**src/rtl/code_word_pkg.sv**
```systemverilog
// Shared constants, state encoding and flag bundle for the code-word decoder.
package code_word_pkg;

    localparam logic [3:0] CST_DEF = 4'b1010;
    localparam logic [3:0] PL_A1   = 4'b0000;
    localparam logic [3:0] PL_A2   = 4'b0101;
    localparam logic [5:0] ST_00   = 6'd10;
    localparam logic [5:0] ST_11   = 6'd15;

    typedef enum logic [1:0] {
        S_IDLE,
        S_CONFIRM,
        S_LOCKED,
        S_ERRHOLD
    } state_t;

    typedef struct packed {
        logic a1;
        logic a2;
        logic b1;
        logic b2;
    } flags_t;

    // Third status code: TF + 10 + 15, wrapped to 6 bits.
    function automatic logic [5:0] status_b1(input int tf);
        return 6'((tf + 25) % 64);
    endfunction

endpackage

```
**src/rtl/code_word_decoder_word_classify.sv**
```systemverilog
// Combinational check of one {header,payload}/status word and flag decode.
module word_classify
    import code_word_pkg::*;
#(
    parameter logic [3:0] CST = CST_DEF,
    parameter int         TF  = 25
) (
    input  logic [7:0] y1,
    input  logic [5:0] y2,
    output logic       valid,
    output flags_t     flags
);

    localparam logic [5:0] ST_10 = status_b1(TF);

    if (ST_10 == ST_00 || ST_10 == ST_11) begin : g_bad_tf
        $error("word_classify: TF makes the third status code collide");
    end

    logic hdr_ok;
    logic pa1;
    logic pa2;
    logic s00;
    logic s11;
    logic s10;

    always_comb begin
        hdr_ok = (y1[7:4] == CST);
        pa1    = (y1[3:0] == PL_A1);
        pa2    = (y1[3:0] == PL_A2);
        s00    = (y2 == ST_00);
        s11    = (y2 == ST_11);
        s10    = (y2 == ST_10);
        valid  = hdr_ok && (pa1 || pa2) && (s00 || s11 || s10);
        flags  = '{a1: pa1, a2: pa2, b1: s11 || s10, b2: s11};
    end

endmodule

```
**src/rtl/code_word_decoder.sv**
```systemverilog
// Code-word receiver: validates words, confirms repeats, commits flags,
// and counts rejected words.
module code_word_decoder
    import code_word_pkg::*;
#(
    parameter logic [3:0] CST     = CST_DEF,
    parameter int         TF      = 25,
    parameter int         CONFIRM = 2,
    parameter int         ERRW    = 8
) (
    input  logic            CLK,
    input  logic            RST,
    input  logic            VALID,
    input  logic [7:0]      Y1,
    input  logic [5:0]      Y2,
    output logic            READY,
    output logic            A1,
    output logic            A2,
    output logic            B1,
    output logic            B2,
    output logic            LOCK,
    output logic            ERR,
    output logic [ERRW-1:0] ERR_CNT
);

    if (CONFIRM < 1 || CONFIRM > 15) begin : g_bad_confirm
        $error("code_word_decoder: CONFIRM must be 1..15");
    end

    localparam logic [3:0] CONF4 = 4'(CONFIRM);

    state_t          state_q, state_d;
    logic [13:0]     cand_q, cand_d;
    logic [3:0]      cnt_q, cnt_d;
    flags_t          flags_q, flags_d;
    logic [ERRW-1:0] ecnt_q, ecnt_d;
    logic            ready_q, ready_d;
    logic            lock_q, lock_d;
    logic            err_q, err_d;

    logic        w_valid;
    flags_t      w_flags;
    logic [13:0] word;
    logic        xfer;
    logic        match;
    logic        start;

    word_classify #(.CST(CST), .TF(TF)) u_cls (
        .y1    (Y1),
        .y2    (Y2),
        .valid (w_valid),
        .flags (w_flags)
    );

    assign word  = {Y1, Y2};
    assign xfer  = VALID && ready_q;
    assign match = (word == cand_q);

    always_ff @(posedge CLK) begin
        if (RST) begin
            state_q <= S_IDLE;
            cand_q  <= '0;
            cnt_q   <= '0;
            flags_q <= '0;
            ecnt_q  <= '0;
            ready_q <= 1'b0;
            lock_q  <= 1'b0;
            err_q   <= 1'b0;
        end else begin
            state_q <= state_d;
            cand_q  <= cand_d;
            cnt_q   <= cnt_d;
            flags_q <= flags_d;
            ecnt_q  <= ecnt_d;
            ready_q <= ready_d;
            lock_q  <= lock_d;
            err_q   <= err_d;
        end
    end

    always_comb begin
        state_d = state_q;
        cand_d  = cand_q;
        cnt_d   = cnt_q;
        flags_d = flags_q;
        ecnt_d  = ecnt_q;
        err_d   = 1'b0;
        start   = 1'b0;

        if (state_q == S_ERRHOLD) begin
            state_d = S_IDLE;
        end else if (xfer && !w_valid) begin
            state_d = S_ERRHOLD;
            cand_d  = '0;
            cnt_d   = '0;
            err_d   = 1'b1;
            if (ecnt_q != '1) begin
                ecnt_d = ecnt_q + 1'b1;
            end
        end else if (xfer) begin
            unique case (state_q)
                S_IDLE: start = 1'b1;
                S_CONFIRM: begin
                    if (match) begin
                        cnt_d = cnt_q + 4'd1;
                        if (cnt_q + 4'd1 == CONF4) begin
                            state_d = S_LOCKED;
                            flags_d = w_flags;
                        end
                    end else begin
                        start = 1'b1;
                    end
                end
                S_LOCKED: start = !match;
                default: ;
            endcase
        end

        // A fresh candidate; with CONFIRM==1 it commits on the spot.
        if (start) begin
            cand_d = word;
            cnt_d  = 4'd1;
            if (CONFIRM == 1) begin
                state_d = S_LOCKED;
                flags_d = w_flags;
            end else begin
                state_d = S_CONFIRM;
            end
        end

        ready_d = (state_d != S_ERRHOLD);
        lock_d  = (state_d == S_LOCKED);
    end

    assign READY   = ready_q;
    assign A1      = flags_q.a1;
    assign A2      = flags_q.a2;
    assign B1      = flags_q.b1;
    assign B2      = flags_q.b2;
    assign LOCK    = lock_q;
    assign ERR     = err_q;
    assign ERR_CNT = ecnt_q;

endmodule

```
**config.mk**
```make
export PLATFORM = sky130hd
export DESIGN_NAME = code_word_decoder
export DESIGN_NICKNAME = d
export VERILOG_FILES = /design/src/rtl/code_word_pkg.sv /design/src/rtl/code_word_decoder_word_classify.sv /design/src/rtl/code_word_decoder.sv
export SDC_FILE = /design/constraint.sdc
export NUM_CORES = 1
export LEC_CHECK = 0
export CAP_MARGIN = 20
export CORE_MARGIN = 1.5
export CORE_UTILIZATION = 51
export CTS_CLUSTER_SIZE = 30
export DETAILED_ROUTE_END_ITERATION = 16
export PLACE_DENSITY = 0.75
export SYNTH_ARGS = -nofsm -noshare
export SYNTH_HDL_FRONTEND = slang
export SYNTH_SLANG_ARGS = --single-unit
```
**constraint.sdc**
```tcl
create_clock -name CLK -period 3.82 [get_ports CLK]
set_input_delay 0.573 -clock CLK [delete_from_list [all_inputs] [get_ports CLK]]
set_output_delay 0.573 -clock CLK [all_outputs]
set_load 0.005 [all_outputs]
```
==> results of run 1 <==
## kinds of logic (layout without fill, tap and decap cells)
group | Yosys count | after routing | synth area share
xor gates and xnor gates | 18 | 18 | 0.0920
adders and majority gates | 3 | 3 | 0.0219
buffers and inverters | 10 | 47 | 0.0226
DFF | 35 | 35 | 0.409
muxes | 4 | 4 | 0.0234
and+or+nand+nor | 76 | 76 | 0.243
AOI/OAI and AO/OA | 42 | 42 | 0.188
## path summary, 6_finish.rpt
path | from | to | slack [ns]
worst max-delay path | Y2[1] | A2 | 1.06
worst min-delay path | B1 | B1 | 0.47
worst max register to register | cand_q[11] | A2 | 1.49
worst min register to register | B1 | B1 | 0.47
## registers in the layout (all words and copies together) (netlist names), 2 cells and up
name and cells:
ERR_CNT 8, cand_q 14, state_q 2, cnt_q 4
## area by class of cell
type | count | area, um2
Timing Repair Buffer | 32 | 318
Multi-Input combinational cell | 143 | 973
Inverter | 7 | 26.3
Sequential cell | 35 | 701
Tap cell | 44 | 55.1
Clock inverter | 1 | 5.00
Clock buffer | 7 | 45.0
Fill cell | 264 | 1000
## power groups by stage
stage                     Sequential, mW  Combinational [mW]  Clock [mW]
final                              0.377              0.0816       0.187
after floorplan                    0.384              0.0398           0
after global placement             0.385              0.0789           0
after detailed placement           0.385              0.0807           0
after global routing               0.378              0.0889       0.209
after CTS                          0.377              0.0809       0.192
## per-layer routing
metal / up-vias / GRT usage / wire [um]
li1: 757 / - / -
met1: 704 / 0.299 / 1790
met2: 46 / 0.352 / 1720
met3: 8 / 0.0768 / 235
met4: 0 / 0.0839 / 48
met5: - / 0 / 0
## synth_stat cells, types with 3 or more instances
cell / instances / area [um2]
sky130_fd_sc_hd__a21o_1: 3 / 22.5
sky130_fd_sc_hd__a21oi_1: 4 / 20.0
sky130_fd_sc_hd__a22o_1: 7 / 61.3
sky130_fd_sc_hd__a31oi_1: 5 / 31.3
sky130_fd_sc_hd__and2_1: 8 / 50.1
sky130_fd_sc_hd__and3_1: 5 / 31.3
sky130_fd_sc_hd__dfxtp_1: 35 / 701
sky130_fd_sc_hd__ha_1: 3 / 37.5
sky130_fd_sc_hd__inv_1: 7 / 26.3
sky130_fd_sc_hd__mux2i_1: 4 / 40.0
sky130_fd_sc_hd__nand2_1: 16 / 60.1
sky130_fd_sc_hd__nand3_1: 8 / 40.0
sky130_fd_sc_hd__nor2_1: 17 / 63.8
sky130_fd_sc_hd__nor3_1: 4 / 20.0
sky130_fd_sc_hd__nor4_1: 3 / 18.8
sky130_fd_sc_hd__o21ai_0: 5 / 25.0
sky130_fd_sc_hd__xnor2_1: 8 / 70.1
sky130_fd_sc_hd__xor2_1: 10 / 87.6
## metrics by stage
stage | std cells | hold WS [ns] | utilization
after floorplan | 188 | 0.427 | -
after global placement | 261 | 0.443 | 0.663
after detailed placement | 261 | 0.460 | 0.663
after CTS | 269 | 0.477 | 0.679
after global routing | 269 | 0.505 | 0.679
final | 269 | 0.471 | 0.679
## worst register-to-register path: stages, from the launching register on
cell and delay [ns]:
sky130_fd_sc_hd__dfxtp_1 0.33, sky130_fd_sc_hd__xnor2_1 0.20, sky130_fd_sc_hd__nand4_1 0.11, sky130_fd_sc_hd__nor4_1 0.33
sky130_fd_sc_hd__nand4_1 0.36, sky130_fd_sc_hd__or3_4 0.46, sky130_fd_sc_hd__or3_1 0.34, sky130_fd_sc_hd__a21oi_2 0.13
==> summary.md, run 1 <==
| Metric | Value |
|---|---|
| DRC violations left | `0` |
| Type of the tightest min-delay check | `reg -> reg` |
| Number of buffers inserted to repair setup after CTS | `0` |
| Leading cell types in the layout, fill and taps excluded | `35 x sky130_fd_sc_hd__dfxtp_1, 31 x sky130_fd_sc_hd__clkdlybuf4s50_1, 17 x sky130_fd_sc_hd__nor2_1, 16 x sky130_fd_sc_hd__nand2_1, 10 x sky130_fd_sc_hd__xor2_1` |
| Critical Path Max Stage Delay | `0.55 ns` |
| Cell type of the slowest stage on the worst timing path | `sky130_fd_sc_hd__clkdlybuf4s50_1` |
| H-tree depth | `2` |
| Share of layout cells above drive strength 1 | `0.0711` |
| Most used flip-flop cell after synthesis | `sky130_fd_sc_hd__dfxtp_1` |
| Cells resized by post-CTS repair | `0` |
| Net Count, Synth | `208` |
| CTS hold repair buffers | `0` |
| Power density normalized to cell area | `304 nW/um2` |
| Die Y | `61.0 um` |
| Vias after detailed routing | `1515` |
| Post-synthesis area per instance | `9.11 um2` |
| Peak supply drop | `231 uV` |
| Seq pwr share | `0.584` |
| Core area | `3130 um2` |
| Most frequent standard cell in the layout excluding fill and tap cells | `sky130_fd_sc_hd__dfxtp_1` |
| Final design area excluding fillers | `2120 um2` |
| GRT Total Usage | `0.229` |
| Synth async-reset ratio | `0` |
| Maximum frequency from static timing analysis | `0.363 GHz` |
| Cells after Synth | `188` |
| Clock transition at path regs | `0.10 ns` |
| Slew of the pin with the lowest slew margin | `0.805 ns` |
| Gr ovfl total | `0` |
| Setup slack at placement | `0.722 ns` |
| Wire length of the first global-routing pass | `6200 um` |
| Yosys cell types | `46` |
| Antenna violations before repair | `0` |
| Net total in the final layout | `244` |
| Combinational Power Share | `0.126` |
| Initial Utilization | `0.548` |
| Critical Path RT | `4.08 ns` |
| Worst Clk Skew | `0.00375 ns` |
| Time the worst path needs with I/O delays and setup | `2.76 ns` |
| Number of maximum-capacitance violations | `0` |
| Die span in x | `61.0 um` |
| Series of cell instances along the critical path | `clkdlybuf4s50_1, xnor2_1, nand2_1, nor4_1, nand4_1, or3_4, or3_1, a21oi_2` |
| FF+latch count, synth | `35` |
| Buffer levels on the longest clock path | `2` |
| CTS tree | `done` |
| Critical path launch point type | `primary input` |
| Count of flip-flops with a built-in enable after synthesis | `0` |
| Power share of the clock group | `0.289` |
| Detail-routed via count per cell | `5.63` |
| Area growth from synthesis to layout | `24.0%` |
| Final hold vios | `0` |
| Number of rows in the core area | `20` |
| Kind of critical path | `in -> reg` |
| Total count of max-transition violations in the final report | `0` |
| Quantity of I/O buffers inserted on ports | `31` |
| Slew margin rel. | `0.462` |
| Run status | `finished, final reports clean` |
| Inserted Diodes | `0` |
| DPL Wire Length | `2870 um` |
| Average wire per cell in the routed design | `14.1 um` |
| Num ports | `32` |
| Proportion of synthesized chip area in sequential cells | `0.409` |
| Arrival time at the worst endpoint | `3.02 ns` |
| Reported leakage power | `0.816 nW` |
| Net switching component of the power | `163 uW` |
| Summed instance area of the synthesized netlist | `1710 um2` |
| Count of buffering cells on the critical path with inverters included | `1` |
| Capturing element type of the critical path | `flip-flop` |
| Total placed instance area | `2070 um2` |
| Switching part of the total | `0.253` |
| Clock root buffer | `sky130_fd_sc_hd__clkbuf_4` |
| Unrepaired setup endpoints after global routing | `no` |
| Remaining number of nets flagged by the antenna check after routing | `0` |
| Final Total Pwr | `645 uW` |
| Setup-violating endpoint count in the final report | `0` |
| Internal power | `482 uW` |
| Clock sink count | `35` |
| Maximum fanout along the worst path | `8` |
| Detailed Route Iter0 Violations | `105` |
| Category of cells accounting for the largest share of critical-path delay | `simple AND/OR/NAND/NOR gates` |
| Setup slack after layout | `1.06 ns` |
| Worst-case reg-to-reg path depth | `7` |
| Number of iterations in the first detailed-routing pass | `4` |
| Total Die Area | `3720 um2` |
| Number of cells traversed by the worst hold path | `2` |
| Clock latency reported for the late side of the worst-skew pair | `0.33 ns` |
| Routed WL | `3800 um` |
| Final Wtd Congestion | `0.836` |
| Ys Warns | `0` |
| Inserted Clock Buffers | `5` |
| Via count of the first global-routing pass | `1389` |
| Post-route setup TNS | `0 ns` |
| Final cycle utilization of the critical path | `0.721` |
| Total stage count of the critical path | `8` |
| Pin count of the biggest net entering global routing | `21` |
No activity file was read; power rests on OpenSTA's default activity.
==> run 2: changes to the inputs <==
CORE_UTILIZATION = 46   (was 51)
PLACE_DENSITY = 0.72   (was 0.75)
clock period = 2.3 ns   (was 3.82 ns; I/O delays follow)
==> summary.md, run 2 (synthesis results as in run 1) <==
| Metric | Value |
|---|---|
| Die Y | `64.0 um` |
| Switching part of the total | `0.234` |
| Detailed Route Iter0 Violations | `98` |
| Series of cell instances along the critical path | `clkdlybuf4s50_1, or4b_1, nor4_2, o21a_2, a31oi_2, nor2_2, buf_2, a22o_1` |
| Net switching component of the power | `312 uW` |
| Cell type of the slowest stage on the worst timing path | `sky130_fd_sc_hd__or4b_1` |
| Remaining number of nets flagged by the antenna check after routing | `0` |
| Num ports | `32` |
| Final cycle utilization of the critical path | `0.955` |
| Buffer levels on the longest clock path | `2` |
| Slew of the pin with the lowest slew margin | `0.527 ns` |
| Average wire per cell in the routed design | `15.6 um` |
| Clock transition at path regs | `0.07 ns` |
| Power share of the clock group | `0.402` |
| Number of iterations in the first detailed-routing pass | `4` |
| Run status | `finished, final reports clean` |
| Vias after detailed routing | `1683` |
| Number of rows in the core area | `21` |
| Routed WL | `4620 um` |
| Total Die Area | `4100 um2` |
| Seq pwr share | `0.471` |
| Final core area utilization | `0.708` |
| Inserted Diodes | `0` |
| Worst-case register-to-register setup slack | `0.21 ns` |
| Arrival time at the worst endpoint | `2.44 ns` |
| Capturing element type of the critical path | `flip-flop` |
| Kind of critical path | `in -> reg` |
| DPL Wire Length | `3220 um` |
| Initial Utilization | `0.498` |
| Quantity of I/O buffers inserted on ports | `31` |
| Most frequent standard cell in the layout excluding fill and tap cells | `sky130_fd_sc_hd__dfxtp_1` |
| Type of the tightest min-delay check | `reg -> reg` |
| Final Total Pwr | `1.33 mW` |
| Total count of max-transition violations in the final report | `0` |
| Slew margin rel. | `0.647` |
| Clock root buffer | `sky130_fd_sc_hd__clkbuf_8` |
| GRT Total Usage | `0.238` |
| Number of flip-flops in the largest register | `14` |
| Maximum frequency from static timing analysis | `0.455 GHz` |
| Critical path launch point type | `primary input` |
| Peak supply drop | `328 uV` |
| Net total in the final layout | `270` |
| CTS hold repair buffers | `0` |
| Area growth from synthesis to layout | `42.4%` |
| Reported leakage power | `1.04 nW` |
| Category of cells accounting for the largest share of critical-path delay | `simple AND/OR/NAND/NOR gates` |
| CTS tree | `done` |
| Number of maximum-capacitance violations | `0` |
| Final Wtd Congestion | `0.784` |
| Setup-violating endpoint count in the final report | `0` |
| Final design area excluding fillers | `2440 um2` |
| Detail-routed via count per cell | `5.69` |
| H-tree depth | `2` |
| Time the worst path needs with I/O delays and setup | `2.20 ns` |
| Antenna violations before repair | `0` |
| Worst Clk Skew | `0.00747 ns` |
| Most flops, register | `cand_q` |
| Share of layout cells above drive strength 1 | `0.208` |
| Gr ovfl total | `0` |
| Critical Path RT | `2.54 ns` |
| Critical Path Max Stage Delay | `0.52 ns` |
| Power density normalized to cell area | `546 nW/um2` |
| Clock sink count | `35` |
| Internal power | `1.02 mW` |
| Total placed instance area | `2260 um2` |
| Final hold vios | `0` |
| Filler-free cell count of the finished design | `296` |
| Wire length of the first global-routing pass | `7510 um` |
| Via count of the first global-routing pass | `1691` |
| Leading cell types in the layout, fill and taps excluded | `35 x sky130_fd_sc_hd__dfxtp_1, 25 x sky130_fd_sc_hd__buf_4, 22 x sky130_fd_sc_hd__clkdlybuf4s50_1, 16 x sky130_fd_sc_hd__nand2_1, 14 x sky130_fd_sc_hd__nor2_1` |
| Core area | `3440 um2` |
| Combinational Power Share | `0.128` |
| Placed insts | `288` |
| Die span in x | `64.0 um` |
| Count of buffering cells on the critical path with inverters included | `2` |
| DRC violations left | `0` |
| Maximum fanout along the worst path | `7` |
| Pin count of the biggest net entering global routing | `15` |
| Inserted Clock Buffers | `5` |
| Clock latency reported for the late side of the worst-skew pair | `0.29 ns` |
==> run 2: changes by cell type in the layout (fill, tap and decap cells not counted), moves of 3 or more <==
cell,previous run,this run
sky130_fd_sc_hd__buf_4,1,25
sky130_fd_sc_hd__clkdlybuf4s50_1,31,22
sky130_fd_sc_hd__dlymetal6s2s_1,0,8
sky130_fd_sc_hd__clkbuf_4,5,0
sky130_fd_sc_hd__clkbuf_8,0,5
sky130_fd_sc_hd__nor2_1,17,14
sky130_fd_sc_hd__nor2_2,0,3
==> run 2: worst paths after layout <==
kind,start,end,depth (start not counted)
worst max-delay path,Y1[3],cand_q[5],8
worst min-delay path,cand_q[13],cand_q[13],1
worst max register to register,cand_q[3],A2,8
worst min register to register,cand_q[13],cand_q[13],1
==> run 2: routing by layer <==
metal | vias to the layer above | wire, um | track usage
met4 | 0 | 175 | 0.149
li1 | 803 | - | -
met1 | 795 | 2060 | 0.281
met5 | - | 0 | 0
met3 | 18 | 264 | 0.0581
met2 | 67 | 2120 | 0.383
==> run 2: layout make-up <==
type	count	area, um2
clock buffers	6	72.6
fillers	270	1000
flip-flops and latches	35	701
well taps	46	57.6
inverters	7	26.3
multi-input cells	143	1020
repair buffers	58	533
clock inverters	1	30.0
==> run 2: what timing repair did <==
action	in CTS	in global routing
pin swaps	1	8
cloned	0	1
gates resized for setup	5	17
setup endpoints to repair	2	29
setup buffers	0	0
==> run 2: through the flow <==
| stage | worst slack (ns) | hold WS (ns) | TNS (ns) |
|---|---|---|---|
| after floorplan | 0.176 | 0.427 | 0 |
| after global placement | -0.254 | 0.439 | -5.23 |
| after detailed placement | -0.327 | 0.445 | -6.74 |
| after CTS | 0.00236 | 0.461 | 0 |
| after global routing | -0.00292 | 0.488 | -0.00292 |
| final | 0.104 | 0.463 | 0 |
==> run 2: power groups by stage <==
stage	Combinational (mW)	Clock, mW	Sequential [mW]
floorplan	0.0661	0	0.638
global placement	0.153	0	0.639
detailed placement	0.158	0	0.640
CTS	0.163	0.539	0.627
global route	0.184	0.561	0.628
finish	0.170	0.535	0.627
